<file path="src/rtl/alu_op_arbiter_pkg.sv">
// Shared types for the ALU operation arbiter: opcode encoding and the issue tag carried alongside each op.
package alu_arb_pkg;

  localparam int ALU_SEL_W = 3;
  localparam int MAX_REQ_W = 3;

  typedef enum logic [ALU_SEL_W-1:0] {
    ALU_ADD = 3'b000,
    ALU_SUB = 3'b001,
    ALU_AND = 3'b010,
    ALU_OR  = 3'b011,
    ALU_XOR = 3'b100,
    ALU_NOT = 3'b101,
    ALU_SHL = 3'b110,
    ALU_SRA = 3'b111
  } alu_op_e;

  typedef struct packed {
    logic                 valid;
    logic [MAX_REQ_W-1:0] id;
  } arb_tag_t;

endpackage

</file>
<file path="src/rtl/alu_op_arbiter_if.sv">
// Requester, ALU and response buses of the arbiter; slave = arbiter side, master = requesters plus ALU.
interface alu_op_arbiter_if
  import alu_arb_pkg::*;
#(
  parameter int NUM_REQ = 4,
  parameter int DATA_W  = 8
) ();
  localparam int IDX_W = $clog2(NUM_REQ);

  logic [NUM_REQ-1:0]                req_valid;
  logic [NUM_REQ-1:0]                req_ready;
  logic [NUM_REQ-1:0][ALU_SEL_W-1:0] req_sel;
  logic [NUM_REQ-1:0][DATA_W-1:0]    req_a;
  logic [NUM_REQ-1:0][DATA_W-1:0]    req_b;
  logic [ALU_SEL_W-1:0]              alu_sel;
  logic [DATA_W-1:0]                 alu_a;
  logic [DATA_W-1:0]                 alu_b;
  logic                              alu_vld;
  logic [DATA_W-1:0]                 alu_c;
  logic                              alu_z;
  logic                              rsp_valid;
  logic [IDX_W-1:0]                  rsp_id;
  logic [DATA_W-1:0]                 rsp_c;
  logic                              rsp_z;

  modport slave (
    input  req_valid, req_sel, req_a, req_b, alu_c, alu_z,
    output req_ready, alu_sel, alu_a, alu_b, alu_vld,
           rsp_valid, rsp_id, rsp_c, rsp_z
  );

  modport master (
    output req_valid, req_sel, req_a, req_b, alu_c, alu_z,
    input  req_ready, alu_sel, alu_a, alu_b, alu_vld,
           rsp_valid, rsp_id, rsp_c, rsp_z
  );
endinterface

</file>
<file path="src/rtl/alu_op_arbiter_rr_arbiter.sv">
// Combinational round-robin pick: first asserted request at or after ptr, circularly; no grant when en=0.
module rr_arbiter #(
  parameter  int NUM_REQ = 4,
  localparam int IDX_W   = $clog2(NUM_REQ)
) (
  input  logic [NUM_REQ-1:0] req,
  input  logic [IDX_W-1:0]   ptr,
  input  logic               en,
  output logic [NUM_REQ-1:0] gnt,
  output logic [IDX_W-1:0]   idx
);
  logic           found;
  logic [IDX_W:0] cand;

  always_comb begin
    gnt   = '0;
    idx   = '0;
    found = 1'b0;
    cand  = '0;
    for (int i = 0; i < NUM_REQ; i++) begin
      // one extra bit so ptr+i can be folded back below NUM_REQ
      cand = {1'b0, ptr} + (IDX_W+1)'(i);
      if (cand >= (IDX_W+1)'(NUM_REQ)) cand = cand - (IDX_W+1)'(NUM_REQ);
      if (en && !found && req[cand[IDX_W-1:0]]) begin
        found                  = 1'b1;
        gnt[cand[IDX_W-1:0]]   = 1'b1;
        idx                    = cand[IDX_W-1:0];
      end
    end
  end
endmodule

</file>
<file path="src/rtl/alu_op_arbiter.sv">
// Round-robin sharing of one ALU; issue registered 1 cycle after handshake, response ALU_LAT+2 cycles after; hold stalls grants, responses never stall.
// Optional per-requester grant counters under ALU_ARB_STATS_EN.
module alu_op_arbiter
  import alu_arb_pkg::*;
#(
  parameter int NUM_REQ = 4,
  parameter int DATA_W  = 8,
  parameter int ALU_LAT = 1
) (
  input  logic            clk,
  input  logic            rst_n,
  input  logic            hold,
  alu_op_arbiter_if.slave bus
`ifdef ALU_ARB_STATS_EN
  ,
  output logic [NUM_REQ-1:0][15:0] grant_cnt
`endif
);
  localparam int IDX_W = $clog2(NUM_REQ);

  logic [NUM_REQ-1:0] gnt;
  logic [IDX_W-1:0]   gidx;
  logic [IDX_W-1:0]   ptr;
  logic               hs;
  arb_tag_t           tags [ALU_LAT+1];
  arb_tag_t           tag_out;

  // rst_n gates the grant so req_ready reads 0 while reset is held
  rr_arbiter #(.NUM_REQ(NUM_REQ)) u_rr (
    .req (bus.req_valid),
    .ptr (ptr),
    .en  (rst_n & ~hold),
    .gnt (gnt),
    .idx (gidx)
  );

  assign bus.req_ready = gnt;
  assign hs            = |gnt;
  assign tag_out       = tags[ALU_LAT];

  always_ff @(posedge clk or negedge rst_n) begin
    if (!rst_n) begin
      ptr         <= '0;
      bus.alu_vld <= 1'b0;
      bus.alu_sel <= '0;
      bus.alu_a   <= '0;
      bus.alu_b   <= '0;
    end else begin
      bus.alu_vld <= hs;
      if (hs) begin
        bus.alu_sel <= bus.req_sel[gidx];
        bus.alu_a   <= bus.req_a[gidx];
        bus.alu_b   <= bus.req_b[gidx];
        ptr         <= (gidx == IDX_W'(NUM_REQ-1)) ? '0 : gidx + 1'b1;
      end
    end
  end

  always_ff @(posedge clk or negedge rst_n) begin
    if (!rst_n) begin
      for (int i = 0; i <= ALU_LAT; i++) tags[i] <= '0;
    end else begin
      tags[0] <= '{valid: hs, id: MAX_REQ_W'(gidx)};
      for (int i = 1; i <= ALU_LAT; i++) tags[i] <= tags[i-1];
    end
  end

  always_ff @(posedge clk or negedge rst_n) begin
    if (!rst_n) begin
      bus.rsp_valid <= 1'b0;
      bus.rsp_id    <= '0;
      bus.rsp_c     <= '0;
      bus.rsp_z     <= 1'b0;
    end else begin
      bus.rsp_valid <= tag_out.valid;
      if (tag_out.valid) begin
        bus.rsp_id <= IDX_W'(tag_out.id);
        bus.rsp_c  <= bus.alu_c;
        bus.rsp_z  <= bus.alu_z;
      end
    end
  end

`ifdef ALU_ARB_STATS_EN
  always_ff @(posedge clk or negedge rst_n) begin
    if (!rst_n) begin
      grant_cnt <= '0;
    end else begin
      for (int i = 0; i < NUM_REQ; i++) begin
        if (gnt[i] && grant_cnt[i] != 16'hFFFF) grant_cnt[i] <= grant_cnt[i] + 16'd1;
      end
    end
  end
`endif
endmodule

</file>
<file path="src/flat_wrapper.sv">
// flat-port wrapper written by rule: the top's interface ports become plain ports
module alu_op_arbiter_flat import alu_arb_pkg::*;
#(
  parameter int NUM_REQ = 4,
  parameter int DATA_W  = 8,
  parameter int ALU_LAT = 1
)
  (clk, rst_n, hold, bus_req_valid, bus_req_sel, bus_req_a, bus_req_b, bus_alu_c, bus_alu_z, bus_req_ready, bus_alu_sel, bus_alu_a, bus_alu_b, bus_alu_vld, bus_rsp_valid, bus_rsp_id, bus_rsp_c, bus_rsp_z);
  alu_op_arbiter_if #(.NUM_REQ(NUM_REQ), .DATA_W(DATA_W)) bus_i ();
  input  logic clk;
  input  logic rst_n;
  input  logic hold;
  input wire logic [$bits(bus_i.req_valid)-1:0] bus_req_valid;
  input wire logic [$bits(bus_i.req_sel)-1:0] bus_req_sel;
  input wire logic [$bits(bus_i.req_a)-1:0] bus_req_a;
  input wire logic [$bits(bus_i.req_b)-1:0] bus_req_b;
  input wire logic [$bits(bus_i.alu_c)-1:0] bus_alu_c;
  input wire logic [$bits(bus_i.alu_z)-1:0] bus_alu_z;
  output wire logic [$bits(bus_i.req_ready)-1:0] bus_req_ready;
  output wire logic [$bits(bus_i.alu_sel)-1:0] bus_alu_sel;
  output wire logic [$bits(bus_i.alu_a)-1:0] bus_alu_a;
  output wire logic [$bits(bus_i.alu_b)-1:0] bus_alu_b;
  output wire logic [$bits(bus_i.alu_vld)-1:0] bus_alu_vld;
  output wire logic [$bits(bus_i.rsp_valid)-1:0] bus_rsp_valid;
  output wire logic [$bits(bus_i.rsp_id)-1:0] bus_rsp_id;
  output wire logic [$bits(bus_i.rsp_c)-1:0] bus_rsp_c;
  output wire logic [$bits(bus_i.rsp_z)-1:0] bus_rsp_z;
  assign bus_i.req_valid = bus_req_valid;
  assign bus_i.req_sel = bus_req_sel;
  assign bus_i.req_a = bus_req_a;
  assign bus_i.req_b = bus_req_b;
  assign bus_i.alu_c = bus_alu_c;
  assign bus_i.alu_z = bus_alu_z;
  assign bus_req_ready = bus_i.req_ready;
  assign bus_alu_sel = bus_i.alu_sel;
  assign bus_alu_a = bus_i.alu_a;
  assign bus_alu_b = bus_i.alu_b;
  assign bus_alu_vld = bus_i.alu_vld;
  assign bus_rsp_valid = bus_i.rsp_valid;
  assign bus_rsp_id = bus_i.rsp_id;
  assign bus_rsp_c = bus_i.rsp_c;
  assign bus_rsp_z = bus_i.rsp_z;
  alu_op_arbiter #(.NUM_REQ(NUM_REQ), .DATA_W(DATA_W), .ALU_LAT(ALU_LAT)) u_core (.clk(clk), .rst_n(rst_n), .hold(hold), .bus(bus_i));
endmodule
</file>
<file path="config.mk">
export PLATFORM = sky130hd
export DESIGN_NAME = alu_op_arbiter_flat
export DESIGN_NICKNAME = d
export VERILOG_FILES = /design/src/rtl/alu_op_arbiter_pkg.sv /design/src/rtl/alu_op_arbiter_if.sv /design/src/rtl/alu_op_arbiter_rr_arbiter.sv /design/src/rtl/alu_op_arbiter.sv /design/src/flat_wrapper.sv
export SDC_FILE = /design/constraint.sdc
export NUM_CORES = 1
export LEC_CHECK = 0
export ABC_AREA = 1
export CAP_MARGIN = 25
export CORE_MARGIN = 3
export CORE_UTILIZATION = 35
export DETAILED_ROUTE_END_ITERATION = 12
export PLACE_DENSITY = 0.81
export SYNTH_ARGS = -nofsm -noshare
export SYNTH_HDL_FRONTEND = slang
export SYNTH_SLANG_ARGS = --single-unit
export TNS_END_PERCENT = 20
</file>
<file path="constraint.sdc">
create_clock -name clk -period 2.9 [get_ports clk]
set_input_delay 0.29 -clock clk [delete_from_list [all_inputs] [get_ports clk]]
set_output_delay 0.29 -clock clk [all_outputs]
set_load 0.005 [all_outputs]
</file>
==> results of run 1 <==
==> routing by layer <==
metal	wire, microns	share of wire
met1	3240	0.40
met2	4200	0.52
met3	614	0.075
met4	94	0.012
met5	0	0
==> synthesized netlist by cell type, types with 2 or more instances <==
library cell                 n  area (sq um)
sky130_fd_sc_hd__nand2_1   161           604
sky130_fd_sc_hd__nand3_1    89           445
sky130_fd_sc_hd__inv_1      45           169
sky130_fd_sc_hd__dfrtp_1    39           976
sky130_fd_sc_hd__buf_2      15          75.1
sky130_fd_sc_hd__mux2_2     11           124
sky130_fd_sc_hd__ha_1        8           100
sky130_fd_sc_hd__nand4_1     7          43.8
sky130_fd_sc_hd__nand2_2     6          37.5
sky130_fd_sc_hd__nor2_1      5          18.8
sky130_fd_sc_hd__buf_6       4          45.0
sky130_fd_sc_hd__inv_2       3          11.3
sky130_fd_sc_hd__nor2_2      3          18.8
sky130_fd_sc_hd__buf_4       2          15.0
sky130_fd_sc_hd__clkbuf_1    2          7.51
sky130_fd_sc_hd__nand3_2     2          20.0
==> logic make-up (layout without fill, tap and decap cells) <==
| family | count (synthesis) | in the layout | synth area share |
|---|---|---|---|
| multiplexers | 11 | 11 | 0.0443 |
| adder cells (fa/ha/maj) | 8 | 8 | 0.0358 |
| buffers and inverters | 72 | 194 | 0.117 |
| AO/OA/AOI/OAI | 3 | 3 | 0.0112 |
| flip-flops | 39 | 39 | 0.349 |
| AND/OR/NAND/NOR | 276 | 276 | 0.440 |
| XOR/XNOR | 1 | 1 | 0.00313 |
==> flip-flops by register name (all words and copies together), names as in the netlist, 2 cells and up <==
name,count
u_core.bus.alu_a,8
u_core.bus.alu_b,8
u_core.bus.alu_sel,3
u_core.bus.rsp_c,8
u_core.bus.rsp_id,2
u_core.ptr,2
u_core.tag_out,3
u_core.tags,2
==> metrics by stage <==
step	total power (W)	std cells	utilization	cell area (sq um)	hold slack [ps]
floorplan	0.00222	410	-	2800	-5.59
global placement	0.00304	622	0.551	4120	331
detailed placement	0.00310	622	0.551	4120	337
CTS	0.00348	631	0.563	4220	88.4
global route	0.00378	631	0.564	4220	108
finish	0.00344	631	0.564	4220	73.8
==> power groups by stage <==
stage | Clock [W] | Sequential [W] | Combinational [W]
after floorplan | 0 | 0.000965 | 0.00125
after CTS | 0.000366 | 0.000965 | 0.00215
final | 0.000348 | 0.000965 | 0.00213
after global placement | 0 | 0.000972 | 0.00207
after detailed placement | 0 | 0.000990 | 0.00211
after global routing | 0.000390 | 0.000994 | 0.00239
==> cell type report <==
type                       instances  area (sq um)
sequential                        39           977
clock inverter                     2          12.5
clock buffer                       6          72.6
tap                               99           124
inverter                          49           186
fill                             692          3260
timing repair buffer             137          1350
multi-input combinational        299          1500
==> worst min-delay path by stage <==
| stage | startpoint | endpoint | cells after the start |
|---|---|---|---|
| after floorplan | rst_n | u_core.bus.alu_a[0] | 0 |
| after global placement | u_core.tags[4] | u_core.tag_out[0] | 0 |
| after detailed placement | u_core.tags[5] | u_core.tag_out[1] | 0 |
| after CTS | rst_n | u_core.bus.rsp_c[2] | 2 |
| after global routing | rst_n | u_core.bus.rsp_c[2] | 2 |
| final | rst_n | u_core.bus.rsp_c[2] | 2 |
==> repair_timing <==
item | CTS | global route
resized for setup | 1 | 3
buffers inserted | 1 | 0
setup endpoints to repair | 4 | 4
==> flow_summary.ini, run 1 <==
[drt]
postRouteWirelength_microns = 8150
ratio_of_routed_vias_to_standard_cells = 4.75
detail_route.drc_violations = 0
vias = 2997
drt_pre_antenna_iters = 4
wire_per_inst_microns = 12.9
drtIter0Drc = 119
antenna_violating_nets_post_route = 0

[setup_path]
cp_num_buf_inv = 3
cp_cell_sequence = inv_4, ha_1, inv_1, nand3_1, nand2_2, nand3_4, nor2_4, nand2_1, o2111ai_2, clkdlybuf4s50_1
cp_data_arrival_time_ps = 2440
slowest_delay_ps = 530
worstSetupPathDepth = 10
worst_case_register_to_register_setup_slack_ps = 440
criticalPathCategory = flop to output port
required_ps = 2610
slowest_stage = sky130_fd_sc_hd__clkdlybuf4s50_1
cp-end-kind = output port
worstSetupStartpointType = flop
setup.worst_path.end = bus_req_ready[3]
r2r_start = u_core.ptr[0]
r2r.worst_path.cells = 15
r2r-end = u_core.bus.alu_b[7]
crit_fanout = 10
critPathTopFamily = buffers and inverters
startpoint = u_core.ptr[0]

[grt]
antenna_found_initial = 0
via_count_of_the_first_global_routing_pass = 2873
globalRoute.totalOverflow = 0
gr-usage-met1 = 0.236
gr-usage-met2 = 0.314
globalRouteMet3Util = 0.0355
busiest_layer = met2
global_route_wire_length_before_repair_microns = 13400
pin_count_of_the_biggest_net_entering_global_routing = 40
grtUsageTotal = 0.183

[timing]
timing.final.ws_setup_ps = 169
report.final.setup_viol = 0
worst_pin_slew_ps = 474
fmax_mhz = 366
hold_viol_final = 0
final_max_slew_viol_count = 0
final_cycle_utilization_of_the_critical_path = 0.942
unrepaired_setup_endpoints_after_global_routing = false
fin_worst_skew_ps = 1.66
timing.setup.tns_ps = 0
timing.max_slew.rel_slack = 0.684
timing.final.crit_period_ps = 2730

[cts]
clock_sinks = 39
path_clk_slew_ps = 70
depth_of_the_cts_h_tree = 2
cts_buffers = 5
tritoncts = yes
holdBufCountCts = 0
cts-root-to-sink-buffers = 2
worst_skew_pair.late_latency_ps = 280
clk_root_buffer_cell = sky130_fd_sc_hd__clkbuf_8

[die]
ioPinCount = 128
core_outline_area_sq_um = 7490
floorplan.initialDensity = 0.373
die_height_microns = 95.4
die_width_microns = 95.4
rows = 31
die_area_sq_um = 9090

[logic_synthesis]
postSynthCellCount = 410
synth_area_per_cell_sq_um = 6.82
yosysWarnings = 0
synth_top_flop_cell = sky130_fd_sc_hd__dfrtp_1
yosysUniqueCellTypes = 24
post_syn_area_sq_um = 2800
synth_fp_nets = 510
synth_edf_count = 0
synth_seq_cells = 39
seq_total_area_yosys = 0.349
postSynth.asyncResetShare = 1.00

[status]
run_status = completed

[placed_design]
globalplace.congestion = 0.920
dp_worst_setup_slack_ps = 170
dpl.hpwl_microns = 6350
placement.io_buffers = 127

[min_path]
hold_class = input pin to asynchronous set/reset pin

[pwr]
irDropWorstVdd_mv = 0.276
share_seq_of_total_power = 0.280
power_per_cell_area_nw_per_um2 = 815
comb_power_share = 0.619
sw_frac_of_total = 0.419
clockPowerShare = 0.101
p_leak_nw = 2.12
cellInternalPower_w = 0.00200
net-switching-power_w = 0.00144

[final_layout]
antenna_cells = 0
drive_gt1_frac = 0.0940
layout.cells.most_common_list = sky130_fd_sc_hd__nand2_1, sky130_fd_sc_hd__clkdlybuf4s50_1, sky130_fd_sc_hd__nand3_1
syn2layout_area_growth_pct = 51.1
most_frequent_standard_cell_in_the_layout_excluding_fill_and_tap_cells = sky130_fd_sc_hd__nand2_1
fin_nets = 631

[job]
max_cap_violations = 0
Note: power is estimated with default switching activity, not from simulation.
==> run 2, diff against run 1 <==
--- a/config.mk
+++ b/config.mk
@@ -7,7 +7,6 @@
 export LEC_CHECK = 0
 export ABC_AREA = 1
 export CAP_MARGIN = 25
-export CORE_MARGIN = 3
 export CORE_UTILIZATION = 35
 export DETAILED_ROUTE_END_ITERATION = 12
 export PLACE_DENSITY = 0.81
==> run 2 against run 1 <==
Against the previous run:
- clock skew grew 5.7 ps
- clock power up 3%
- final area about the same
- hold slack got worse by 1.6 ps
- total power is 0.14% lower
- sequential share of layout area about the same
- global-route usage grew 0.97 points
- non-clock buffer count rose by 1
- largest power group unchanged
- fmax increased by 2.1%
==> flow_summary.ini, run 2 (synthesis gave the netlist of run 1 again) <==
[status]
run_status = completed

[cts]
tritoncts = yes
cts_buffers = 5
depth_of_the_cts_h_tree = 2
cts-root-to-sink-buffers = 2
worst_skew_pair.late_latency_ps = 290
clock_sinks = 39
clk_root_buffer_cell = sky130_fd_sc_hd__clkbuf_8
holdBufCountCts = 0
path_clk_slew_ps = 80

[drt]
postRouteWirelength_microns = 7730
vias = 2993
detail_route.drc_violations = 0
ratio_of_routed_vias_to_standard_cells = 4.71
wire_per_inst_microns = 12.2
drtIter0Drc = 127
antenna_violating_nets_post_route = 0
drt_pre_antenna_iters = 4

[final_layout]
syn2layout_area_growth_pct = 51.0
fin_nets = 632
antenna_cells = 0
layout.cells.most_common_list = sky130_fd_sc_hd__nand2_1, sky130_fd_sc_hd__clkdlybuf4s50_1, sky130_fd_sc_hd__nand3_1
largest_registers = u_core.bus.alu_a: 8 flops, u_core.bus.alu_b: 8 flops, u_core.bus.rsp_c: 8 flops
most_frequent_standard_cell_in_the_layout_excluding_fill_and_tap_cells = sky130_fd_sc_hd__nand2_1
drive_gt1_frac = 0.0938

[setup_path]
worstSetupPathDepth = 10
crit_fanout = 10
r2r.worst_path.cells = 15
r2r_start = u_core.ptr[0]
startpoint = u_core.ptr[0]
required_ps = 2610
cp_data_arrival_time_ps = 2390
slowest_delay_ps = 510
cp_cell_sequence = inv_4, ha_1, inv_1, nand3_1, nand2_2, nand3_4, nor2_4, nand2_1, nand4_1, clkdlybuf4s50_1
criticalPathCategory = flop to output port
critPathTopFamily = buffers and inverters
worstSetupStartpointType = flop
cp_num_buf_inv = 3
slowest_stage = sky130_fd_sc_hd__clkdlybuf4s50_1
cp-end-kind = output port

[job]
max_cap_violations = 0

[pwr]
comb_power_share = 0.615
net-switching-power_w = 0.00145
clockPowerShare = 0.104
share_seq_of_total_power = 0.281
sw_frac_of_total = 0.421
cellInternalPower_w = 0.00199
overall_power_w = 0.00344
power_per_cell_area_nw_per_um2 = 814
p_leak_nw = 2.12
irDropWorstVdd_mv = 0.301

[timing]
report.final.setup_viol = 0
timing.setup.tns_ps = 0
timing.final.ws_setup_ps = 225
hold_viol_final = 0
timing.final.crit_period_ps = 2680
fmax_mhz = 374
timing.max_slew.rel_slack = 0.677
final_max_slew_viol_count = 0
worst_pin_slew_ps = 484
final_cycle_utilization_of_the_critical_path = 0.923
hold-worst-slack_ps = 72.3
fin_worst_skew_ps = 7.31
unrepaired_setup_endpoints_after_global_routing = false

[grt]
globalRoute.totalOverflow = 0
pin_count_of_the_biggest_net_entering_global_routing = 40
grtUsageTotal = 0.193
antenna_found_initial = 0
global_route_wire_length_before_repair_microns = 13200
via_count_of_the_first_global_routing_pass = 2881

[placed_design]
dp_worst_setup_slack_ps = 430
dpl.hpwl_microns = 5970
placement.io_buffers = 127
globalplace.congestion = 0.896

[die]
rows = 32
die_area_sq_um = 8350
die_height_microns = 91.4
core_outline_area_sq_um = 7730
floorplan.initialDensity = 0.362
ioPinCount = 128
die_width_microns = 91.4

[min_path]
hold_class = input pin to asynchronous set/reset pin
[run 2: changes by cell type in the layout (fill, tap and decap cells not counted)]
| cell | change |
|---|---|
| sky130_fd_sc_hd__buf_4 | +2 |
| sky130_fd_sc_hd__buf_12 | -1 |
| sky130_fd_sc_hd__dfrtp_1 | +1 |
| sky130_fd_sc_hd__dfrtp_2 | -1 |
[run 2: cell type report]
class                      count  area [sq um]
fill                         744          3510
sequential                    39           976
clock inverter                 2          12.5
clock buffer                   6          72.6
tap                          102           128
timing repair buffer         138          1350
inverter                      49           186
multi-input combinational    299          1500
[run 2: power by group through the flow]
stage                     registers (W)  logic (W)  clock network (W)
after floorplan                0.000965    0.00125                  0
after detailed placement       0.000975    0.00213                  0
final                          0.000965    0.00212           0.000357
after global placement         0.000955    0.00208                  0
after global routing           0.000999    0.00236           0.000391
after CTS                      0.000967    0.00213           0.000363
[run 2: timing repair]
action,4_1_cts,5_1_grt
resized for setup,0,3
setup endpoints to repair,0,4
setup buffers,0,0
[run 2: layer usage]
metal	vias to the layer above	track usage	wire, microns
met1	1331	0.260	3420
met3	5	0.0218	504
li1	1537	-	-
met2	120	0.331	3760
met4	0	0.0410	55
met5	-	0	0
[run 2: path summary, 6_finish.rpt]
path	endpoint	slack, ps
min	u_core.bus.rsp_c[0]	70
min reg2reg	u_core.tag_out[0]	360
max	bus_req_ready[2]	220
min in group clk	u_core.tag_out[0]	360
max reg2reg	u_core.bus.alu_b[7]	480
max in group asynchronous	u_core.bus.alu_sel[0]	2490
[run 2: per-stage QoR]
| stage | area (sq um) | cells | util |
|---|---|---|---|
| 2_1_floorplan | 2800 | 410 | - |
| 3_3_place_gp | 4130 | 627 | 0.534 |
| 3_5_place_dp | 4130 | 627 | 0.534 |
| 4_1_cts | 4210 | 635 | 0.545 |
| 5_1_grt | 4220 | 635 | 0.546 |
| 6_report | 4220 | 635 | 0.546 |
==> variant: new RTL, config.mk and constraints of run 1 <==
`DATA_W` is set to 8 in 3 places; all go to 6.
--- a/src/rtl/alu_op_arbiter_if.sv
+++ b/src/rtl/alu_op_arbiter_if.sv
@@ -5,3 +5,3 @@
   parameter int NUM_REQ = 4,
-  parameter int DATA_W  = 8
+  parameter int DATA_W  = 6
 ) ();
--- a/src/rtl/alu_op_arbiter.sv
+++ b/src/rtl/alu_op_arbiter.sv
@@ -6,3 +6,3 @@
   parameter int NUM_REQ = 4,
-  parameter int DATA_W  = 8,
+  parameter int DATA_W  = 6,
   parameter int ALU_LAT = 1
--- a/src/flat_wrapper.sv
+++ b/src/flat_wrapper.sv
@@ -4,3 +4,3 @@
   parameter int NUM_REQ = 4,
-  parameter int DATA_W  = 8,
+  parameter int DATA_W  = 6,
   parameter int ALU_LAT = 1
Ports: changed (6 resized); port bits go from 128 to 104. No check against the original RTL was run, so the function may have changed too.
==> variant against run 1 <==
Sequential cell count down 6; area after synthesis down 23%; routed wire length down 19%; critical path depth unchanged; final area down 22%; critical path type unchanged; sequential power down 16%; total power down 16%; setup slack better by 0.018 ns; worst hold slack worse by 0.025 ns.
==> variant: results (changes against run 1) <==
- R2r endpoint: u_core.bus.alu_a[1]
- Worst EP arrival: 2.42 ns (-0.02 ns)
- Detailed Place HPWL: 5.20 mm (-18%)
- Yosys cell types: 22 (-8.3%)
- Initial drt markers: 118 (-0.84%)
- Slew @ Worst Pin: 0.409 ns (-0.0653 ns)
- Routed WL: 6.63 mm (-19%)
- Top cells by area, synth: dfrtp_1, nand3_1, nand2_1, mux2_2, buf_4
- Worst hold margin: 0.0487 ns (-0.0251 ns)
- Vias in the first global route: 2270 (-21%)
- Pleak: 1.51 nW (-29%)
- Flop2flop setup slack: 0.42 ns (-0.02 ns)
- Pre-CTS setup slack: 0.340 ns (+0.170 ns)
- CP max stage delay: 0.51 ns (-0.02 ns)
- Placement Cell Area: 3200 sq um (-22%)
- Post-synthesis sequential area ratio: 38.4% (+3.5 points)
- Vias per cell: 5.05 (+6.4%)
- Maximum vdd drop: 0.000395 V (+43%)
- Largest net degree at the start of global routing: 34 (-15%)
- Worst-path fanout max: 9 (-1)
- Post-Syn Nets: 364 (-29%)
- RD Place Congestion: 0.961 (+4.4%)
- Leading registers by flop count: u_core.bus.alu_a: 6 flops, u_core.bus.alu_b: 6 flops, u_core.bus.rsp_c: 6 flops
- Status: finished, final reports clean
- NumNets Final: 465 (-26%)
- Total track usage: 18.1% (-0.18 points)
[variant: stage by stage]
step / std cells / util, %
finish: 460 / 57.7
global route: 460 / 57.7
CTS: 460 / 57.6
detailed placement: 452 / 56.1
global placement: 452 / 56.1
floorplan: 286 / -
[variant: final cells by class]
class | count | area (sq um)
Fill cell | 515 | 2410
Clock inverter | 3 | 17.5
Inverter | 16 | 62.6
Sequential cell | 33 | 828
Multi-Input combinational cell | 222 | 1160
Tap cell | 72 | 90.1
Clock buffer | 5 | 68.8
Timing Repair Buffer | 109 | 1070
[variant: per-layer routing]
layer / wire (microns) / vias to the layer above / part of all wire (%) / GRT usage, %
li1: - / 1148 / - / -
met1: 2760 / 1079 / 42 / 21.1
met2: 3320 / 88 / 50 / 32.0
met3: 450 / 9 / 6.8 / 5.40
met4: 95 / 0 / 1.4 / 5.47
met5: 0 / - / 0 / 0
[variant: where the power goes]
group / switching (mW) / internal, mW
Sequential: 0.132 / 0.683
Combinational: 0.930 / 0.813
Clock: 0.169 / 0.165
Total: 1.23 / 1.66
[variant: cells by family after synthesis]
logic type,count (synthesis),share of synthesized area [%]
simple gates,205,45.6
flops,33,38.4
buf+inv,31,7.91
mux,9,4.71
compound gates,4,1.05
fa+ha+maj,4,2.33
[variant: worst max path at each step]
stage	depth (start not counted)	startpoint	slack, ns	endpoint
global route	10	u_core.ptr[0]	0.02	bus_req_ready[2]
floorplan	15	u_core.ptr[0]	0.83	u_core.bus.alu_a[5]
global placement	13	u_core.ptr[1]	0.47	u_core.bus.alu_a[3]
CTS	10	u_core.ptr[0]	0.1	bus_req_ready[0]
finish	10	u_core.ptr[0]	0.19	bus_req_ready[0]
detailed placement	13	u_core.ptr[0]	0.34	u_core.bus.alu_a[1]
[variant: repair_timing]
| item | CTS | global route |
|---|---|---|
| setup endpoints to repair | 0 | 4 |
| buffers inserted | 0 | 0 |
| hold buffers | 0 | 0 |
| resized for setup | 0 | 4 |
